[src/rtl/tw_sequencer.sv]
// tw_sequencer: queues register read/write commands in a small FIFO and
// plays them one at a time into a threewire master, waiting for the
// master's busy window and returning read data on a response channel.
module tw_sequencer #(
    parameter int ADDR_BITS     = 9,
    parameter int DATA_BITS     = 16,
    parameter int DEPTH         = 4,
    parameter int START_TIMEOUT = 8
) (
    input  logic                       in_clk,
    input  logic                       in_rst,
    input  logic                       in_cmd_valid,
    output logic                       out_cmd_ready,
    input  logic                       in_cmd_write,
    input  logic [ADDR_BITS-1:0]       in_cmd_addr,
    input  logic [DATA_BITS-1:0]       in_cmd_wdata,
    output logic                       out_rsp_valid,
    input  logic                       in_rsp_ready,
    output logic [ADDR_BITS-1:0]       out_rsp_addr,
    output logic [DATA_BITS-1:0]       out_rsp_data,
    output logic                       out_tw_start,
    output logic                       out_tw_r_w,
    output logic [ADDR_BITS-1:0]       out_tw_addr,
    output logic [DATA_BITS-1:0]       out_tw_wr_data,
    input  logic [DATA_BITS-1:0]       in_tw_rd_data,
    input  logic                       in_tw_busy,
    output logic [$clog2(DEPTH):0]     out_fifo_level,
    output logic                       out_timeout_err,
    output logic                       out_idle
);

    localparam int PTR_W = (DEPTH > 1) ? $clog2(DEPTH) : 1;
    localparam int LVL_W = $clog2(DEPTH) + 1;
    localparam int TO_W  = $clog2(START_TIMEOUT + 1);

    typedef struct packed {
        logic                 write;
        logic [ADDR_BITS-1:0] addr;
        logic [DATA_BITS-1:0] wdata;
    } cmd_t;

    typedef enum logic [2:0] {
        S_IDLE,
        S_ISSUE,
        S_WAIT_BUSY,
        S_WAIT_DONE,
        S_RESP
    } state_t;

    state_t            state;
    cmd_t              mem [DEPTH];
    logic [PTR_W-1:0]  wr_ptr;
    logic [PTR_W-1:0]  rd_ptr;
    logic [TO_W-1:0]   to_cnt;
    logic              push;
    logic              pop;
    cmd_t              cmd_in;
    cmd_t              head;

    // Pointer advance that also works when DEPTH is not a full pointer range.
    function automatic logic [PTR_W-1:0] ptr_inc(input logic [PTR_W-1:0] p);
        return (p == PTR_W'(DEPTH - 1)) ? '0 : p + 1'b1;
    endfunction

    // Accept only outside reset so a command held across reset is never taken.
    assign out_cmd_ready = !in_rst && (out_fifo_level < LVL_W'(DEPTH));
    assign push          = in_cmd_valid && out_cmd_ready;
    assign pop           = (state == S_IDLE) && (out_fifo_level != '0);
    assign cmd_in        = '{write: in_cmd_write, addr: in_cmd_addr, wdata: in_cmd_wdata};
    assign head          = mem[rd_ptr];
    assign out_idle      = (out_fifo_level == '0) && (state == S_IDLE) && !out_rsp_valid;

    // FIFO storage: plain memory, no reset needed since level gates reads.
    always_ff @(posedge in_clk) begin
        if (push) mem[wr_ptr] <= cmd_in;
    end

    // FIFO pointers and occupancy; simultaneous push/pop keeps level steady.
    always_ff @(posedge in_clk) begin
        if (in_rst) begin
            wr_ptr         <= '0;
            rd_ptr         <= '0;
            out_fifo_level <= '0;
        end else begin
            if (push) wr_ptr <= ptr_inc(wr_ptr);
            if (pop)  rd_ptr <= ptr_inc(rd_ptr);
            case ({push, pop})
                2'b10:   out_fifo_level <= out_fifo_level + 1'b1;
                2'b01:   out_fifo_level <= out_fifo_level - 1'b1;
                default: out_fifo_level <= out_fifo_level;
            endcase
        end
    end

    // Sequencing FSM; the start pulse is a registered copy of the ISSUE state.
    always_ff @(posedge in_clk) begin
        if (in_rst) begin
            state           <= S_IDLE;
            to_cnt          <= '0;
            out_tw_start    <= 1'b0;
            out_tw_r_w      <= 1'b0;
            out_tw_addr     <= '0;
            out_tw_wr_data  <= '0;
            out_rsp_valid   <= 1'b0;
            out_rsp_addr    <= '0;
            out_rsp_data    <= '0;
            out_timeout_err <= 1'b0;
        end else begin
            out_tw_start <= (state == S_ISSUE);
            case (state)
                S_IDLE: begin
                    if (pop) begin
                        out_tw_r_w     <= head.write;
                        out_tw_addr    <= head.addr;
                        out_tw_wr_data <= head.wdata;
                        state          <= S_ISSUE;
                    end
                end
                S_ISSUE: begin
                    to_cnt <= '0;
                    state  <= S_WAIT_BUSY;
                end
                S_WAIT_BUSY: begin
                    if (in_tw_busy) begin
                        state <= S_WAIT_DONE;
                    end else begin
                        to_cnt <= to_cnt + 1'b1;
                        // Master never answered: drop the command, flag it.
                        if (to_cnt == TO_W'(START_TIMEOUT - 1)) begin
                            out_timeout_err <= 1'b1;
                            state           <= S_IDLE;
                        end
                    end
                end
                S_WAIT_DONE: begin
                    if (!in_tw_busy) begin
                        if (!out_tw_r_w) begin
                            out_rsp_valid <= 1'b1;
                            out_rsp_addr  <= out_tw_addr;
                            out_rsp_data  <= in_tw_rd_data;
                            state         <= S_RESP;
                        end else begin
                            state <= S_IDLE;
                        end
                    end
                end
                S_RESP: begin
                    if (in_rsp_ready) begin
                        out_rsp_valid <= 1'b0;
                        state         <= S_IDLE;
                    end
                end
                default: state <= S_IDLE;
            endcase
        end
    end

endmodule

[config.mk]
export PLATFORM = sky130hd
export DESIGN_NAME = tw_sequencer
export DESIGN_NICKNAME = d
export VERILOG_FILES = /design/src/rtl/tw_sequencer.sv
export SDC_FILE = /design/constraint.sdc
export NUM_CORES = 1
export LEC_CHECK = 0
export CORE_MARGIN = 8
export CORE_UTILIZATION = 40
export DETAILED_ROUTE_END_ITERATION = 16
export HOLD_SLACK_MARGIN = 0.05
export SLEW_MARGIN = 0
export SYNTH_ARGS = -nofsm -noshare
export SYNTH_HDL_FRONTEND = slang
export SYNTH_SLANG_ARGS = --single-unit
[constraint.sdc]
create_clock -name in_clk -period 8.15 [get_ports in_clk]
set_clock_uncertainty 0.2 [all_clocks]
set_input_delay 1.2225 -clock in_clk [delete_from_list [all_inputs] [get_ports in_clk]]
set_output_delay 1.2225 -clock in_clk [all_outputs]
set_load 0.03 [all_outputs]
# Yosys cells after proc, flatten, opt, wreduce, memory -nomap -nowiden
# Memory sizes are Yosys's and may differ from the RTL's. A register that Yosys moved wholly into a read port is not among the register bits.
# Index checks and enable logic that the tools add are counted.
dict set report classes {
  shift 0
  div 0
  eq_ne 15
  reduce_logical 19
  n_mul 0
  n_addsub 5
  order_cmp 1
  bitwise 2
  mux 18
}
# cell count
set op_table {}
lappend op_table {{$mux W3} 6}
lappend op_table {{$pmux W3 S5} 1}
lappend op_table {{$ne A2 B2 Y1 const B} 5}
lappend op_table {{$pmux W4 S2} 1}
lappend op_table {{$reduce_and A4 Y1} 2}
lappend op_table {{$eq A2 B2 Y1 const B} 3}
lappend op_table {{$eq A3 B2 Y1 const B} 2}
lappend op_table {{$logic_not A3 Y1} 2}
lappend op_table {{$pmux W3 S2} 1}
lappend op_table {{$reduce_and A3 Y1} 2}
lappend op_table {{$reduce_bool A2 Y1} 3}
lappend op_table {{$logic_and A1 B1 Y1} 5}
lappend op_table {{$mux W1} 5}
lappend op_table {{$add A2 B1 Y2 const B} 2}
lappend op_table {{$add A4 B1 Y4 const B} 1}
lappend op_table {{$eq A4 B3 Y1 const B} 1}
lappend op_table {{$mux W2} 2}
lappend op_table {{$mux W4} 1}
lappend op_table {{$reduce_and A2 Y1} 2}
lappend op_table {{$add A3 B1 Y3 const B} 1}
lappend op_table {{$eq A3 B1 Y1 const B} 1}
lappend op_table {{$eq A3 B3 Y1 const B} 1}
lappend op_table {{$lt A3 B3 Y1 const B} 1}
lappend op_table {{$ne A3 B3 Y1 const B} 1}
lappend op_table {{6 further kinds} 8}
dict set report word_totals {
  memories 1
  latch_bits 0
  input_bits 47
  ramBits 104
  regBits 42
  rom_bits 0
  out_inout_bits 59
  elab_cells 71
}
# memory words width read_ports rd_ports_with_merged_regs wr line_no
set memory_table {}
lappend memory_table {mem 4 26 1 1 1 51} ;# cmd_t mem [DEPTH];

# Depth between registers and ports, before layout
# Gate-level depths: netlist of run 1.
dict set report logic_depth {
  depth_word 5
  ltp_mapped 11
  ltp_nobuf 9
}

# Worst setup path after synthesis of run 1
# OpenSTA, ideal clock, no wires.
dict set report synth_timing {
  path_type {input-to-reg}
  from {in in_rst}
  to {reg out_fifo_level[2]}
  path_stages 10
  t_arrival_ns 3.095
  n_path_buf 1
  required_ns 7.880
  slack_ns 4.784
  setup_time_ns 0.070
  cell_sequence {clkbuf_1 -> nor2_1 -> and2_1 -> inv_1 -> ha_1 -> inv_1 -> fa_1 -> xor2_1 -> or3_1 -> a21oi_1}
}
dict set report synth_between {
  elab_chain_len 5
  word_cells_on_any_way 7
  classes_between {eq/ne: 2; mux: 1; reduce/logical: 4}
}
# element line_no
set synth_lines {}
lappend synth_lines {{start: declaration} 11} ;# input logic in_rst,
lappend synth_lines {{$logic_not A1 Y1 *} 66} ;# assign out_cmd_ready = !in_rst && (out_fifo_level < LVL_W'(DEPTH));
lappend synth_lines {{$logic_and A1 B1 Y1 *} 66}
lappend synth_lines {{net out_cmd_ready} 13} ;# output logic out_cmd_ready,
lappend synth_lines {{$logic_and A1 B1 Y1 *} 67} ;# assign push = in_cmd_valid && out_cmd_ready;
lappend synth_lines {{$eq A2 B1 Y1 or $eq A2 B2 Y1 (tied branches)} 87} ;# case ({push, pop})
lappend synth_lines {{$pmux W3 S2 or $reduce_bool A2 Y1 (tied branches)} --}
lappend synth_lines {{end signal: assignment} 88} ;# 2'b10: out_fifo_level <= out_fifo_level + 1'b1;
lappend synth_lines {{end signal: assignment} 89} ;# 2'b01: out_fifo_level <= out_fifo_level - 1'b1;
lappend synth_lines {{end signal: assignment} 90} ;# default: out_fifo_level <= out_fifo_level;
lappend synth_lines {{end: declaration} 27} ;# output logic [$clog2(DEPTH):0] out_fifo_level,
# The timed path passes the listed nets; every way through them passes the cells marked *.
# A chain may end at the register's enable or synchronous reset.

# Worst setup path in the final report of run 1
dict set report layout_timing {
  from {in in_rst}
  to {out out_cmd_ready}
}
dict set report layout_between {
  elab_chain_len 2
}
# element line_no
set layout_lines {}
lappend layout_lines {{$logic_not A1 Y1} 66}
lappend layout_lines {{$logic_and A1 B1 Y1} 66}
lappend layout_lines {{end: declaration} 13}
# No other way between the ends.

==> results of run 1 <==
through the flow:
step           std cells   util
6_report             789  0.522
5_1_grt              789  0.522
4_1_cts              789  0.522
3_5_place_dp         757  0.481
3_3_place_gp         757  0.481
2_1_floorplan        461      -
routing by layer:
layer	wire (um)	vias to the layer above
met5	0	-
met4	233	0
met3	948	18
met2	6520	120
met1	5540	1924
li1	-	1865
placed cells by master, fill, tap and decap left out, types with 4 or more instances in the layout:
cell / n
inv_1: 7
bufinv_16: 5
clkdlybuf4s50_1: 104
and3_2: 4
edfxtp_1: 104
mux4_2: 26
nor2_1: 11
clkbuf_16: 17
dfxtp_1: 66
a21oi_1: 58
nand2_1: 107
ha_1: 7
or3_1: 6
clkbuf_1: 4
sequential cells by signal (all words and copies together), names as in the netlist, 3 cells and up:
signal,flops
mem,104
out_rsp_data,16
out_tw_wr_data,16
out_rsp_addr,9
out_tw_addr,9
to_cnt,4
out_fifo_level,3
state,3
where the power goes:
| part | internal (mW) | leakage (nW) | switching [mW] |
|---|---|---|---|
| Clock | 0.553 | 0.308 | 0.320 |
| Sequential | 1.03 | 1.50 | 0.118 |
| Combinational | 0.321 | 0.882 | 0.411 |
| Total | 1.91 | 2.69 | 0.849 |
tightest hold or removal path: stages (launching register included):
cell     delay, ns
dfxtp_1       0.31
nand2_1       0.05
a21oi_1       0.05
cells by family after synthesis:
kind of cell,Yosys count,synth area share
compound gates,71,0.0596
mux,27,0.0933
flops,172,0.701
simple gates,145,0.0974
fa+ha+maj,8,0.0168
xor+xnor,3,0.00411
buf+inv,35,0.0282
final cells by class:
class | instances | area [um2]
clock buffers | 22 | 454
clock inverters | 10 | 189
fillers | 1389 | 7540
inverters | 8 | 31.3
multi-input cells | 254 | 1740
flip-flops and latches | 172 | 4490
well taps | 216 | 270
repair buffers | 107 | 1060
worst min path at each step:
stage / from / end / depth (start not counted)
6_report: out_rsp_addr[2] / out_rsp_addr[2] / 2
5_1_grt: out_rsp_addr[2] / out_rsp_addr[2] / 2
4_1_cts: out_rsp_data[12] / out_rsp_data[12] / 2
3_5_place_dp: out_rsp_data[12] / out_rsp_data[12] / 2
3_3_place_gp: out_rsp_data[15] / out_rsp_data[15] / 2
2_1_floorplan: to_cnt[3] / to_cnt[3] / 2
==> impl_metrics.tcl, run 1 <==
set metrics [dict create \
    run_status "finished, final reports clean" \
    buffer_ports.inserted 105 \
    power.static_leakage_nw 2.69 \
    worst_path_largest_cell_delay_ns 0.65 \
    hp-class "flop to flop" \
    critical_path.cell_chain "buf_2 -> buf_4 -> nor2_1 -> clkdlybuf4s50_1" \
    root_buffer "clkbuf_16" \
    m2_gr_usage 0.232 \
    global_route.overflow_total 0 \
    core.rowCount 46 \
    post-synth-top-count-cell "nand2_1" \
    r2r.worst_path.cells 9 \
    grt_setup_unrepaired "no" \
    yosys_warnings 0 \
    maximum_number_of_pins_on_one_net_before_global_route_repair 69 \
    reg2reg_slack_ns 4.94 \
    drc 0 \
    timing.critical_path.to_type "output port" \
    dieHeight_um 142 \
    cts-htree-levels 4 \
    routing_usage_on_met1 0.154 \
    path_max_fanout 68 \
    arrival_ns 2.77 \
    crit_path_top_delay_cell "clkdlybuf4s50_1" \
    ys_types 38 \
    postSynth.asyncResetShare 0 \
    crit_start "in_rst" \
    crit_cells 4 \
    synth_edf_count 104 \
    drt-pass1-iter-count 4 \
    die-width_um 142 \
    yosys_register_bits 172 \
    antenna_found_initial 0 \
    design.portCount 106 \
    first_global_vias 4036 \
    final.min_clock_period_ns 4.19 \
    hpwl_dp_um 8140 \
    timing.rr.start "state[2]" \
    globalRoute.busiestLayer "met2" \
    ctsResizeCount 0 \
    vias_per_cell 4.98 \
    peakVddDrop_mv 0.163 \
    critical-path-top-delay-family "buffers and inverters" \
    tritoncts "yes" \
    finalInstanceArea_um2 8230 \
    cts-hold-fix-buffers 0 \
    post_drt_wl_per_cell_um 16.8 \
    dominantRegCellSynth "edfxtp_1" \
    layout_worst_path_cycle_share 0.514 \
    r2r-end "out_fifo_level[2]" \
    starting_density_of_the_core 0.406 \
    grt_pass1_wl_um 20900 \
    synthesis.area_um2 6400 \
    netlist_instances 461 \
    setup_slack_ns 3.96 \
    tightestPinTransition_ns 1.06 \
    worstSetupStartpointType "input pin" \
    clk_pin_slew_worst_paths_ns 0.06 \
    clock_latency_ns 0.42 \
    synth_top_area_frac 0.488 \
    drt_iter0_drc 269 \
    routed_wl_um 13200 \
    cp_num_buf_inv 3 \
    groute.layer.met3.usage 0.0423 \
    synthesized_netlist_net_count 516 \
    design_power_total_mw 2.76 \
    final-hold-violation-count 0 \
    total_of_max_cap_violations 0 \
    cts_made_buffers 17 \
    fin_nets 615 \
    worstPathRequired_ns 6.73 \
    place_congestion 0.738 \
    synth.avg_cell_area_um2 13.9 \
    worst_slew_margin_relative_to_its_limit 0.295 \
    post_dp_cell_area_um2 7590 \
    dpl_worst_slack_ns 3.96 \
    sink_count 172 \
    die-area_um2 20300 \
    synthTopCellsByCount "nand2_1, edfxtp_1, dfxtp_1" \
    holdWs_ns 0.251 \
    finalSetupViolations 0 \
    ctsLongestPathBuffers 2 \
    synth.top_cells.by_area "edfxtp_1, dfxtp_1, mux4_2" \
    ant_nets 0 \
    power_per_cell_area_nw_per_um2 335 \
    core_region_area_um2 15800 \
    timing.critical_path.to "out_cmd_ready" \
    portion_of_the_post_synthesis_area_used_by_sequential_elements 0.701 \
    yosysTopAreaCell "edfxtp_1" \
    drive_gt1_frac 0.117 \
    vias 3927 \
    cp_class "input pin to output port" \
    final.setup.tns_ns 0 \
    area_growth_syn_to_layout_pct 28.6 \
    track_usage 0.136 \
    fmax_ghz 0.239 \
    num_antenna_cells 0 \
    drv_slew 0 \
    post_cts.repair.setup_buffers 0 \
]
No activity file was read; power rests on OpenSTA's default activity.
==> run 2, diff against run 1 <==
Settings changed: PLACE_DENSITY set to 0.65.
Clock period 8.15 ns to 3.5 ns, I/O delays scaled along.
==> run 2 against run 1 <==
Compared with the run above: flip-flop and latch count did not move; sequential power grew 130%; first-iteration DRC count shrank 3.0%; power is 130% higher; combinational power rose by 150%; clock-buffer cell count is 1 higher; cell count rose by 1.0%; worst setup slack lost 3.3 ns; critical path depth is 1 lower; highest routed layer unchanged.
==> impl_metrics.tcl, run 2 (synthesis gave the netlist of run 1 again) <==
set metrics [dict create \
    cp_class "flop to output port" \
    crit_start "out_fifo_level[0]" \
    grt_pass1_wl_um 21400 \
    post_cts.repair.setup_buffers 0 \
    timing.rr.start "state[2]" \
    core.rowCount 46 \
    cp_num_buf_inv 1 \
    ctsLongestPathBuffers 2 \
    min-delay-start "out_rsp_data[15]" \
    ctsResizeCount 0 \
    global_route.overflow_total 0 \
    worstSetupStartpointType "flop" \
    place_congestion 0.837 \
    tritoncts "yes" \
    tightestPinTransition_ns 0.905 \
    drv_slew 0 \
    r2r.worst_path.cells 9 \
    filler_cell_count 1368 \
    layout.area.seq_um2 4490 \
    critical-path-top-delay-family "buffers and inverters" \
    worstPathRequired_ns 2.77 \
    finalSetupViolations 0 \
    track_usage 0.139 \
    starting_density_of_the_core 0.406 \
    hold-path-endpoint "out_rsp_data[15]" \
    peakVddDrop_mv 0.420 \
    layout_commonest_cell "nand2_1" \
    ant_nets 0 \
    clkPwrFrac 0.287 \
    final-hold-violation-count 0 \
    grt_setup_unrepaired "no" \
    area_growth_syn_to_layout_pct 28.3 \
    routed_wl_um 13600 \
    drt_iter0_drc 261 \
    final.min_clock_period_ns 2.86 \
    root_buffer "clkbuf_16" \
    vias 3900 \
    antenna_found_initial 0 \
    vias_per_cell 4.89 \
    holdPathStages 2 \
    cts-htree-levels 4 \
    layout_worst_path_cycle_share 0.817 \
    internal-power_mw 4.22 \
    power.static_leakage_nw 2.69 \
    arrival_ns 2.14 \
    power_frac_seq 0.420 \
    die-area_um2 20300 \
    clk_pin_slew_worst_paths_ns 0.06 \
    sw_frac_of_total 0.319 \
    design.portCount 106 \
    combined_area_of_the_multi_input_logic_cells_um2 1740 \
    power_per_cell_area_nw_per_um2 756 \
    reg2reg_slack_ns 0.73 \
    run_status "finished, final reports clean" \
    hp-class "flop to flop" \
    maximum_number_of_pins_on_one_net_before_global_route_repair 68 \
    r2r-end "out_fifo_level[2]" \
    worst_slew_margin_relative_to_its_limit 0.397 \
    largest_register "mem" \
    final_core_util 0.521 \
    dieHeight_um 142 \
    largest_register_ffs 104 \
    drive_gt1_frac 0.120 \
    drc 0 \
    buffer_ports.inserted 105 \
    share_comb_of_total_power 0.293 \
    core_region_area_um2 15800 \
    path_max_fanout 5 \
    post_drt_wl_per_cell_um 17.1 \
    most-common-layout-cells "nand2_1, clkdlybuf4s50_1, edfxtp_1, dfxtp_1, a21oi_1" \
    cts_made_buffers 17 \
    crit_path_top_delay_cell "clkdlybuf4s50_1" \
    p_sw_mw 1.98 \
    total_of_max_cap_violations 0 \
    cts-hold-fix-buffers 0 \
    first_global_vias 4113 \
    die-width_um 142 \
    fmax_ghz 0.350 \
    holdWs_ns 0.254 \
    final.setup.tns_ns 0 \
    reg.largest.list "mem (104), out_rsp_data (16), out_tw_wr_data (16)" \
    fin_nets 623 \
    drt-pass1-iter-count 4 \
    worst_path_largest_cell_delay_ns 0.72 \
    timing.critical_path.to_type "output port" \
    num_antenna_cells 0 \
    critical_path.cell_chain "or3_1 -> nor4_1 -> clkdlybuf4s50_1" \
    clock_latency_ns 0.42 \
    hpwl_dp_um 8580 \
    sink_count 172 \
]
## run 2: cell count changes in the layout (fill, tap and decap cells not counted)
cell and delta:
and3_2 -4, dfxtp_2 -1, clkbuf_16 +1, clkinv_2 +1, clkinv_4 -1, bufinv_16 -4
clkinvlp_4 +2, dfxtp_1 +1, and3_1 +4, buf_4 +8, inv_6 +1
## run 2: through the flow
stage | power [mW] | instances | setup slack [ns] | instance area (um2)
finish | 6.21 | 797 | 0.639 | 8210
global route | 6.54 | 797 | 0.522 | 8210
global placement | 4.48 | 765 | 0.805 | 7640
CTS | 6.31 | 797 | 0.586 | 8210
floorplan | 3.90 | 461 | 0.815 | 6400
detailed placement | 4.51 | 765 | 0.718 | 7640
## run 2: worst max path at each step
stage | endpoint | slack (ns) | cells past startpoint
4_1_cts | out_idle | 0.59 | 3
3_3_place_gp | out_fifo_level[2] | 0.80 | 9
2_1_floorplan | out_fifo_level[2] | 0.81 | 10
3_5_place_dp | out_fifo_level[2] | 0.72 | 9
6_report | out_idle | 0.64 | 3
5_1_grt | out_idle | 0.52 | 3
## run 2: routing by layer
metal	GRT usage	vias to the layer above	wire (um)
met5	0	-	0
met2	0.238	106	6860
met4	0.0621	0	201
met3	0.0419	14	844
met1	0.155	1894	5740
li1	-	1886	-
## run 2: worst reg2reg max path: cells and delay by family (launching register included)
kind | cells | cell delay [ns]
flip-flops | 1 | 0.37
XOR/XNOR | 1 | 0.15
adder cells (fa/ha/maj) | 2 | 0.54
AO/OA/AOI/OAI | 1 | 0.15
AND/OR/NAND/NOR | 3 | 1.11
buffers and inverters | 2 | 0.17
## run 2: layout make-up
type / count / share of cell area
inverter: 8 / 0.00381
tap: 216 / 0.0329
clock buffer: 23 / 0.0584
sequential: 172 / 0.546
timing repair buffer: 115 / 0.137
clock inverter: 9 / 0.0108
multi-input combinational: 254 / 0.211
## run 2: power groups by stage
stage / clock (mW) / sequential, mW / combinational [mW]
6_report: 1.78 / 2.61 / 1.82
5_1_grt: 1.90 / 2.65 / 1.98
4_1_cts: 1.83 / 2.62 / 1.86
3_5_place_dp: 0 / 2.66 / 1.85
3_3_place_gp: 0 / 2.65 / 1.83
2_1_floorplan: 0 / 2.82 / 1.07
==> run 3, diff against run 2 <==
Settings changed: PLACE_DENSITY 0.65 to not set.
Clock period 3.5 ns to 2.9 ns, I/O delays scaled along.
==> run 3 against run 2 <==
Compared with the run above: flip-flop and latch count is the same; worst setup slack got worse by 0.52 ns; final area grew 1.1%; global-route usage down 0.51 points; hold slack worse by 0.0010 ns; highest routed layer unchanged; die area stayed put; critical endpoint unchanged; via count is 1.1% lower; clock power up 29%; clock-buffer cell count shrank 4; critical path type unchanged.
==> impl_metrics.tcl, run 3 (synthesis gave the netlist of run 1 again) <==
set metrics [dict create \
    dieHeight_um 142 \
    reg.largest.list "mem (104), out_rsp_data (16), out_tw_wr_data (16)" \
    worstSetupStartpointType "flop" \
    post_cts.repair.setup_buffers 0 \
    routed_wl_um 13200 \
    area_growth_syn_to_layout_pct 29.7 \
    run_status "finished, final reports clean" \
    holdPathStages 2 \
    vias_per_cell 4.84 \
    worstPathRequired_ns 2.27 \
    die-area_um2 20300 \
    total_of_max_cap_violations 0 \
    clkPwrFrac 0.298 \
    final.min_clock_period_ns 2.79 \
    grt_setup_unrepaired "no" \
    largest_register "mem" \
    clk_pin_slew_worst_paths_ns 0.06 \
    crit_cells 3 \
    root_buffer "clkbuf_16" \
    grt_pass1_wl_um 20700 \
    final-hold-violation-count 0 \
    cts-htree-levels 4 \
    clock_latency_ns 0.42 \
    drc 0 \
    track_usage 0.133 \
    critical-path-top-delay-family "buffers and inverters" \
    cp_class "flop to output port" \
    num_antenna_cells 0 \
    drive_gt1_frac 0.131 \
    critical_path.cell_chain "or3_1 -> nor4_1 -> clkdlybuf4s50_1" \
    most-common-layout-cells "nand2_1, clkdlybuf4s50_1, edfxtp_1, dfxtp_1, a21oi_1" \
    finalSetupViolations 0 \
    path_max_fanout 5 \
    first_global_vias 3915 \
    arrival_ns 2.15 \
    worst_path_largest_cell_delay_ns 0.72 \
    ant_nets 0 \
    layout_commonest_cell "nand2_1" \
    internal-power_mw 5.23 \
    filler_cell_count 1357 \
    power_frac_seq 0.405 \
    share_comb_of_total_power 0.296 \
    layout.area.seq_um2 4490 \
    crit_path_top_delay_cell "clkdlybuf4s50_1" \
    drt-pass1-iter-count 5 \
    finalInstanceArea_um2 8300 \
    core_region_area_um2 15800 \
    drt_iter0_drc 214 \
    starting_density_of_the_core 0.406 \
    tightestPinTransition_ns 0.853 \
    design.portCount 106 \
    largest_register_ffs 104 \
    core.rowCount 46 \
    ctsLongestPathBuffers 2 \
    die-width_um 142 \
    ctsResizeCount 0 \
    tritoncts "yes" \
    power_per_cell_area_nw_per_um2 924 \
    worst_slew_margin_relative_to_its_limit 0.431 \
    fin_nets 623 \
    cts_made_buffers 17 \
    vias 3857 \
    drv_slew 0 \
    timing.critical_path.to_type "output port" \
    maximum_number_of_pins_on_one_net_before_global_route_repair 68 \
    layout_worst_path_cycle_share 0.960 \
    sw_frac_of_total 0.318 \
    hpwl_dp_um 8550 \
    final.setup.tns_ns 0 \
    antenna_found_initial 0 \
    fmax_ghz 0.359 \
    place_congestion 0.740 \
    cp_num_buf_inv 1 \
    combined_area_of_the_multi_input_logic_cells_um2 1740 \
    cts-hold-fix-buffers 0 \
    power.static_leakage_nw 2.72 \
    post_drt_wl_per_cell_um 16.6 \
    hp-class "flop to flop" \
    r2r.worst_path.cells 9 \
    global_route.overflow_total 0 \
    peakVddDrop_mv 0.447 \
    buffer_ports.inserted 105 \
    sink_count 172 \
    post_dp_cell_area_um2 7700 \
    p_sw_mw 2.44 \
]
[run 3: area by class of cell]
cell class	instances	area share
Inverter	8	0.00377
Multi-Input combinational cell	254	0.210
Sequential cell	172	0.541
Clock inverter	13	0.0201
Timing Repair Buffer	115	0.141
Tap cell	216	0.0326
Clock buffer	19	0.0522
[run 3: final timing paths]
path,endpoint,slack [ns],start
setup / recovery,out_idle,0.11,out_fifo_level[0]
hold / removal,out_tw_wr_data[9],0.25,out_tw_wr_data[9]
setup reg to reg,out_fifo_level[2],0.35,state[2]
hold reg to reg,out_tw_wr_data[9],0.25,out_tw_wr_data[9]
[run 3: worst register-to-register path, stage by stage, from the launching register on]
cell and delay (ns):
dfxtp_1 0.38, or2_1 0.29, or3_4 0.34, clkinv_2 0.06, ha_1 0.16, inv_1 0.06
fa_1 0.37, xor2_1 0.15, or3_1 0.30, a21oi_1 0.15
[run 3: metal layers]
metal	global-route usage	vias to the layer above	share of wire	wire, um
met5	0	-	0	0
met4	0.0470	0	0.013	167
met3	0.0473	11	0.070	929
met2	0.218	108	0.48	6300
met1	0.160	1857	0.44	5800
li1	-	1881	-	-
[run 3: through the flow]
step                      setup slack, ns  utilization  power, mW  hold slack, ns  instances
after floorplan                     0.215            -       4.70           0.253        461
after global placement              0.312        0.488       5.44           0.242        765
after detailed placement            0.235        0.488       5.49           0.246        765
after CTS                          0.0658        0.526       7.79           0.254        797
after global routing               0.0181        0.526       8.07           0.275        797
final                               0.115        0.526       7.67           0.253        797
[run 3: power groups by stage]
stage / registers, mW / clock network (mW) / logic (mW)
2_1_floorplan: 3.41 / 0 / 1.30
3_3_place_gp: 3.15 / 0 / 2.29
3_5_place_dp: 3.16 / 0 / 2.33
4_1_cts: 3.11 / 2.35 / 2.33
5_1_grt: 3.15 / 2.43 / 2.49
6_report: 3.11 / 2.29 / 2.27
